===== src/rtl/scope_capture_writer_pkg.sv =====
// Shared scope display types: FSM states, trigger modes and frame geometry.
// Also imported by the VGA renderer, so keep these encodings stable.
package scope_pkg;

  typedef enum logic [1:0] {
    IDLE    = 2'd0,
    ARMED   = 2'd1,
    CAPTURE = 2'd2,
    DONE    = 2'd3
  } scope_state_e;

  typedef enum logic [1:0] {
    TRIG_FREE   = 2'b00,
    TRIG_RISE   = 2'b01,
    TRIG_FALL   = 2'b10,
    TRIG_SINGLE = 2'b11
  } trig_mode_e;

  localparam int unsigned SCOPE_COLS   = 640;
  localparam int unsigned SCOPE_PLOT_H = 235;
  localparam int unsigned ADDR_W       = 10;
  localparam int unsigned ROW_W        = 9;

endpackage


===== src/rtl/scope_capture_writer_trigger_detect.sv =====
// Decimation counter, previous-kept-sample register and edge compare.
// Emits combinational keep/trig strobes for the sample presented this cycle.
module scope_trigger_detect
  import scope_pkg::*;
#(
  parameter int unsigned SAMPLE_W = 8,
  parameter int unsigned DECIM_W  = 16
) (
  input  logic                clk,
  input  logic                rst_n,
  input  logic                adc_valid,
  input  logic [SAMPLE_W-1:0] adc_data,
  input  logic [DECIM_W-1:0]  decim,
  input  logic [SAMPLE_W-1:0] trig_level,
  input  trig_mode_e          trig_mode,
  output logic                keep,
  output logic                trig
);

  logic [DECIM_W-1:0]  cnt_q, cnt_d;
  logic [SAMPLE_W-1:0] prev_q, prev_d;
  logic                rise, fall, hit;

  always_comb begin
    // >= so a live decrease of decim below the count cannot stall keeping
    keep   = adc_valid && (cnt_q >= decim);
    cnt_d  = cnt_q;
    prev_d = prev_q;
    if (adc_valid) cnt_d = keep ? '0 : cnt_q + 1'b1;
    if (keep) prev_d = adc_data;
    rise = (prev_q < trig_level) && (adc_data >= trig_level);
    fall = (prev_q > trig_level) && (adc_data <= trig_level);
    hit  = 1'b0;
    unique case (trig_mode)
      TRIG_FREE:              hit = 1'b1;
      TRIG_RISE, TRIG_SINGLE: hit = rise;
      TRIG_FALL:              hit = fall;
      default:                hit = 1'b0;
    endcase
    trig = keep && hit;
  end

  always_ff @(posedge clk or negedge rst_n) begin
    if (!rst_n) begin
      cnt_q  <= '0;
      prev_q <= '0;
    end else begin
      cnt_q  <= cnt_d;
      prev_q <= prev_d;
    end
  end

endmodule


===== src/rtl/scope_capture_writer.sv =====
// Writes one triggered frame of plot rows into the back bank of a ping-pong column RAM.
// Optional SCOPE_AUTO_TRIG_EN forces a trigger after AUTO_TIMEOUT kept samples in ARMED.
module scope_capture_writer
  import scope_pkg::*;
#(
  parameter int unsigned SAMPLE_W     = 8,
  parameter int unsigned COLS         = SCOPE_COLS,
  parameter int unsigned PLOT_H       = SCOPE_PLOT_H,
  parameter int unsigned DECIM_W      = 16,
  parameter int unsigned AUTO_TIMEOUT = 4096
) (
  input  logic                clk,
  input  logic                rst_n,
  input  logic                adc_valid,
  input  logic [SAMPLE_W-1:0] adc_data,
  input  logic [DECIM_W-1:0]  decim,
  input  logic [SAMPLE_W-1:0] trig_level,
  input  logic [1:0]          trig_mode,
  input  logic                arm,
  input  logic                frame_sync,
  output logic                wr_en,
  output logic                wr_bank,
  output logic [ADDR_W-1:0]   wr_addr,
  output logic [ROW_W-1:0]    wr_row,
  output logic                disp_bank,
  output logic                busy,
  output logic                capture_done
);

  localparam int unsigned PROD_W = SAMPLE_W + ROW_W;

  scope_state_e        state_q, state_d;
  trig_mode_e          mode_q, mode_d;
  logic [ADDR_W-1:0]   col_q, col_d;
  logic                disp_q, disp_d, busy_q, busy_d, done_q, done_d;
  logic                s1_en_q, s1_en_d;
  logic [ADDR_W-1:0]   s1_addr_q, s1_addr_d;
  logic [ROW_W-1:0]    s1_row_q, s1_row_d;
  logic                wr_en_q, wr_en_d;
  logic [ADDR_W-1:0]   wr_addr_q, wr_addr_d;
  logic [ROW_W-1:0]    wr_row_q, wr_row_d;
  logic                keep, trig, force_trig, auto_clr;
  logic [ROW_W-1:0]    scaled;

  scope_trigger_detect #(
    .SAMPLE_W (SAMPLE_W),
    .DECIM_W  (DECIM_W)
  ) u_trig (
    .clk        (clk),
    .rst_n      (rst_n),
    .adc_valid  (adc_valid),
    .adc_data   (adc_data),
    .decim      (decim),
    .trig_level (trig_level),
    .trig_mode  (mode_q),
    .keep       (keep),
    .trig       (trig)
  );

`ifdef SCOPE_AUTO_TRIG_EN
  localparam int unsigned AUTO_W = $clog2(AUTO_TIMEOUT + 1);
  logic [AUTO_W-1:0] auto_cnt_q, auto_cnt_d;
  logic              auto_count;

  always_comb begin
    auto_count = (state_q == ARMED) && keep && (mode_q != TRIG_FREE);
    force_trig = auto_count && (auto_cnt_q == AUTO_W'(AUTO_TIMEOUT - 1));
    auto_cnt_d = auto_cnt_q;
    if (auto_clr) auto_cnt_d = '0;
    else if (auto_count) auto_cnt_d = auto_cnt_q + 1'b1;
  end

  always_ff @(posedge clk or negedge rst_n) begin
    if (!rst_n) auto_cnt_q <= '0;
    else        auto_cnt_q <= auto_cnt_d;
  end
`else
  logic auto_unused;
  assign force_trig  = 1'b0;
  assign auto_unused = auto_clr ^ (AUTO_TIMEOUT == 0);
`endif

  always_comb begin
    state_d   = state_q;
    mode_d    = mode_q;
    col_d     = col_q;
    disp_d    = disp_q;
    done_d    = 1'b0;
    auto_clr  = 1'b0;
    s1_en_d   = 1'b0;
    s1_addr_d = s1_addr_q;
    s1_row_d  = s1_row_q;
    scaled    = ROW_W'((PROD_W'(adc_data) * PROD_W'(PLOT_H)) >> SAMPLE_W);
    unique case (state_q)
      IDLE: if (arm) begin
        state_d  = ARMED;
        mode_d   = trig_mode_e'(trig_mode);
        auto_clr = 1'b1;
      end
      ARMED: if (trig || force_trig) begin
        state_d   = CAPTURE;
        s1_en_d   = 1'b1;
        s1_addr_d = '0;
        col_d     = ADDR_W'(1);
      end
      CAPTURE: if (keep) begin
        s1_en_d   = 1'b1;
        s1_addr_d = col_q;
        if (col_q == ADDR_W'(COLS - 1)) begin
          state_d = DONE;
          col_d   = '0;
        end else begin
          col_d = col_q + 1'b1;
        end
      end
      DONE: if (frame_sync) begin
        disp_d = ~disp_q;
        done_d = 1'b1;
        if (mode_q == TRIG_SINGLE) begin
          state_d = IDLE;
        end else begin
          state_d  = ARMED;
          mode_d   = trig_mode_e'(trig_mode);
          auto_clr = 1'b1;
        end
      end
      default: state_d = IDLE;
    endcase
    if (s1_en_d) s1_row_d = ROW_W'(PLOT_H - 1) - scaled;
    busy_d    = (state_d != IDLE);
    wr_en_d   = s1_en_q;
    wr_addr_d = s1_en_q ? s1_addr_q : wr_addr_q;
    wr_row_d  = s1_en_q ? s1_row_q : wr_row_q;
  end

  always_ff @(posedge clk or negedge rst_n) begin
    if (!rst_n) begin
      state_q   <= IDLE;
      mode_q    <= TRIG_FREE;
      col_q     <= '0;
      disp_q    <= 1'b0;
      busy_q    <= 1'b0;
      done_q    <= 1'b0;
      s1_en_q   <= 1'b0;
      s1_addr_q <= '0;
      s1_row_q  <= '0;
      wr_en_q   <= 1'b0;
      wr_addr_q <= '0;
      wr_row_q  <= '0;
    end else begin
      state_q   <= state_d;
      mode_q    <= mode_d;
      col_q     <= col_d;
      disp_q    <= disp_d;
      busy_q    <= busy_d;
      done_q    <= done_d;
      s1_en_q   <= s1_en_d;
      s1_addr_q <= s1_addr_d;
      s1_row_q  <= s1_row_d;
      wr_en_q   <= wr_en_d;
      wr_addr_q <= wr_addr_d;
      wr_row_q  <= wr_row_d;
    end
  end

  assign wr_en        = wr_en_q;
  assign wr_bank      = ~disp_q;
  assign wr_addr      = wr_addr_q;
  assign wr_row       = wr_row_q;
  assign disp_bank    = disp_q;
  assign busy         = busy_q;
  assign capture_done = done_q;

endmodule

===== config.mk =====
export PLATFORM = sky130hd
export DESIGN_NAME = scope_capture_writer
export DESIGN_NICKNAME = d
export VERILOG_FILES = /design/src/rtl/scope_capture_writer_pkg.sv /design/src/rtl/scope_capture_writer_trigger_detect.sv /design/src/rtl/scope_capture_writer.sv
export SDC_FILE = /design/constraint.sdc
export NUM_CORES = 1
export LEC_CHECK = 0
export BUFFER_PORTS_ARGS = -buffer_cell sky130_fd_sc_hd__buf_2
export CORE_ASPECT_RATIO = 0.7
export CORE_MARGIN = 5
export CORE_UTILIZATION = 35
export CTS_CLUSTER_SIZE = 24
export DETAILED_ROUTE_END_ITERATION = 16
export HOLD_SLACK_MARGIN = 0.03
export PLACE_DENSITY = 0.51
export SYNTH_ARGS = -nofsm -noshare
export SYNTH_HDL_FRONTEND = slang
export SYNTH_SLANG_ARGS = --single-unit

===== constraint.sdc =====
create_clock -name clk -period 6.3 [get_ports clk]
set_input_delay 0.945 -clock clk [delete_from_list [all_inputs] [get_ports clk]]
set_output_delay 0.945 -clock clk [all_outputs]
set_load 0.02 [all_outputs]

==> key figures <==
Timing
  – Rel. slew slack: 0.292
  – Final Cycle Share: 0.858
  – Setup-failing EPs final: 0
  – Hold WS: 489 ps
  – Period minus WS final: between 5000 and 6000 ps
  – Final Max Slew Viols: 0
  – Final Hold Violating Endpoints: 0
  – RSZ-0062 raised after global routing: no
  – Tightest Pin Transition: 1040 ps
  – Fin Clk Skew: 10.5 ps
  – Total negative setup slack: 0 ps
  – Max frequency: 185 MHz

GRT
  – Antenna violations before repair: 0
  – Vias in the first global route: 4553
  – Total track usage: 0.138
  – First-pass GRT wire length: between 20 and 25 mm
  – Grt total ovfl: 0
  – Largest net degree at the start of global routing: 61

Place
  – GP Congestion: about 0.9
  – Post-DP HPWL: about 11 mm
  – IO buf count: 62
  – Cell Count Post-Placement: 890

Synth
  – Ys flop type: dfrtp_1
  – Synth Instances: 614
  – Syn Area/Cell: slightly below 10 um^2
  – Synthesized Nets: 751
  – Synthesized flop and latch total: 81
  – Sequential element share of the synthesized area: 0.337
  – Post-Syn Area: between 6000 and 7000 um^2
  – Post-synth EDFFs: 0
  – Ys async rst share: 1.00
  – Unique masters post-synth: 63
  – Syn. warnings: 0

Floorplan
  – Die Y: 120 um
  – Initial Util: 0.354
  – Die Area: 20000 um^2
  – IO Count: 63
  – Die X: 167 um
  – Core ar.: 17000 um^2
  – FP Rows: 40

Finish
  – Synthesis-to-finish area growth: 13.8%
  – # diodes: 0
  – Layout cells sized above 1: 0.190
  – Layout Nets: 807
  – Final Util: 0.402
  – Non-Filler Instances: 906

Critical path
  – Critical path arrival: ~5600 ps
  – Startpoint types: input pin
  – Setup CP Type: input pin to register
  – Worst endpoint required time: between 6000 and 7000 ps
  – Crit Path Max Fanout: 8
  – R2R cell count: 8
  – Setup crit end kind: register

Route
  – First-pass DRT Iterations: 4
  – Via count: 4451
  – Post-Route WL: 13.5 mm
  – Via density: 4.91
  – Avg WL per Cell: 14.9 um
  – Antenna viol nets, final: 0
  – Drt drc: 0
  – Initial DRC Count: 206

Power
  – Worst ir drop on vdd: 0.154 mV
  – Pwr Density: 340 nW/um^2
  – Leak: 3.45 nW
  – Clock network power share: 0.226
  – Internal power: 1.39 mW
  – Sw frac: 0.405
  – Seq pwr share: 0.287
  – Comb pwr share: 0.488
  – Total power: 2.33 mW
  – Switch Pwr: 0.943 mW

Run status
  – Status: complete, no violations

Clocking
  – # resized after CTS: 0
  – Hold_buf cts: 0
  – Worst-Skew Late Latency: 340 ps
  – CTS tree: yes
  – Post-CTS Setup Inserts: 0
  – Clock root cell: clkbuf_16
  – Reg clk slew, reported paths: 70 ps
  – CTS sink cnt: between 80 and 90
  – Longest Clk Path Bufs: 2
  – Num CTS Buffers: 9
  – H-tree lvl count: 3

Hold path
  – Hold crit path type: input pin to async pin

Flow run
  – Max cap viols: 0
[per-stage QoR]
| stage | worst slack, ps | area (um^2) |
|---|---|---|
| 3_3_place_gp | 630 | 6550 |
| 2_1_floorplan | 1010 | 6020 |
| 5_1_grt | 713 | 6850 |
| 4_1_cts | 896 | 6850 |
| 3_5_place_dp | 557 | 6550 |
| 6_report | 897 | 6850 |
[state kept, by name, indices dropped and copies added, names as in the netlist]
signal / flops
u_trig.cnt_q: 16
col_q: 10
s1_addr_q: 10
wr_addr: 10
s1_row_q: 9
wr_row: 9
u_trig.prev_q: 8
mode_q: 2
state_q: 2
busy: 1
capture_done: 1
disp_bank: 1
s1_en_q: 1
wr_en: 1
[cells in the mapped netlist, drive strengths merged (3+ instances only)]
master   n  area, um^2
and3     7        43.8
and2     5        33.8
ha      79         988
a31oi    4        25.0
nor3     9        45.0
o31ai   15         113
or2      3        18.8
o211ai   5        47.5
nor3b    4        30.0
nand2   46         173
inv     77         289
a21o     7        55.1
o41ai    5        51.3
o21ai   42         221
or3      4        25.0
nand4    9        56.3
nand3   13        65.1
nor2    34         135
nand2b   7        43.8
fa      19         380
dfrtp   81        2030
xor2    11        96.3
buf      5        30.0
mux2    31         353
clkbuf  13        48.8
a211oi   3        22.5
a21oi   23         119
xnor2   16         140
o21a     3        22.5
nor2b    8        50.1
[placed cells by master, fill, tap and decap left out, drive strengths merged, types with 16 or more instances in the layout]
cell,instances
a21oi,23
buf,63
dfrtp,81
fa,19
ha,79
inv,78
mux2,31
nand2,46
nor2,34
o21ai,42
xnor2,16
[layout make-up]
| cell class | instances | area (um^2) |
|---|---|---|
| Clock buffer | 10 | 229 |
| Fill cell | 1699 | 10200 |
| Clock inverter | 6 | 66.3 |
| Tap cell | 231 | 289 |
| Sequential cell | 81 | 2030 |
| Multi-Input combinational cell | 438 | 3630 |
| Inverter | 77 | 289 |
| Timing Repair Buffer | 63 | 320 |
[final timing paths]
check / start / slack (ps) / endpoint
worst max-delay path: adc_data[0] / 900 / s1_row_q[6]
worst min-delay path: rst_n / 490 / u_trig.cnt_q[13]
worst max register to register: u_trig.prev_q[7] / 2650 / s1_addr_q[9]
worst min register to register: u_trig.prev_q[4] / 490 / u_trig.prev_q[4]
max in group asynchronous: rst_n / 4730 / s1_addr_q[9]
min in group clk: u_trig.prev_q[4] / 490 / u_trig.prev_q[4]
[power by group through the flow]
stage          clock network [mW]  logic [mW]  registers (mW)
6_report                    0.526        1.14           0.668
5_1_grt                     0.559        1.29           0.681
4_1_cts                     0.546        1.14           0.669
3_5_place_dp                    0        1.13           0.678
3_3_place_gp                    0        1.11           0.675
2_1_floorplan                   0       0.862           0.675
[kinds of logic (layout without fill, tap and decap cells)]
family                     count (synthesis)  in the layout  synth area share
DFF                                       81             81             0.337
buffers and inverters                     95            156            0.0611
xor gates and xnor gates                  27             27            0.0393
and+or+nand+nor                          156            156             0.132
adders and majority gates                 99             99             0.229
AOI/OAI and AO/OA                        123            123             0.140
muxes                                     33             33            0.0620
[critical path, stage by stage]
cell      delay (ps)
buf_2            150
fa_1             570
fa_1             460
fa_1             520
fa_1             500
ha_1             340
o21ai_4          110
a221oi_2         360
nor2_1            90
xnor2_1          160
ha_1             220
a41oi_2           70
or4_1            430
a32o_1           260
xor2_1           170
mux2_4           270
[layer usage]
metal  part of all wire  vias up  global-route usage
met5                  0        -                   0
met4             0.0075        0              0.0317
met3              0.036        8              0.0283
met2               0.41       84               0.200
met1               0.55     2122               0.211
li1                   -     2237                   -
Note: power is estimated with default switching activity, not from simulation.
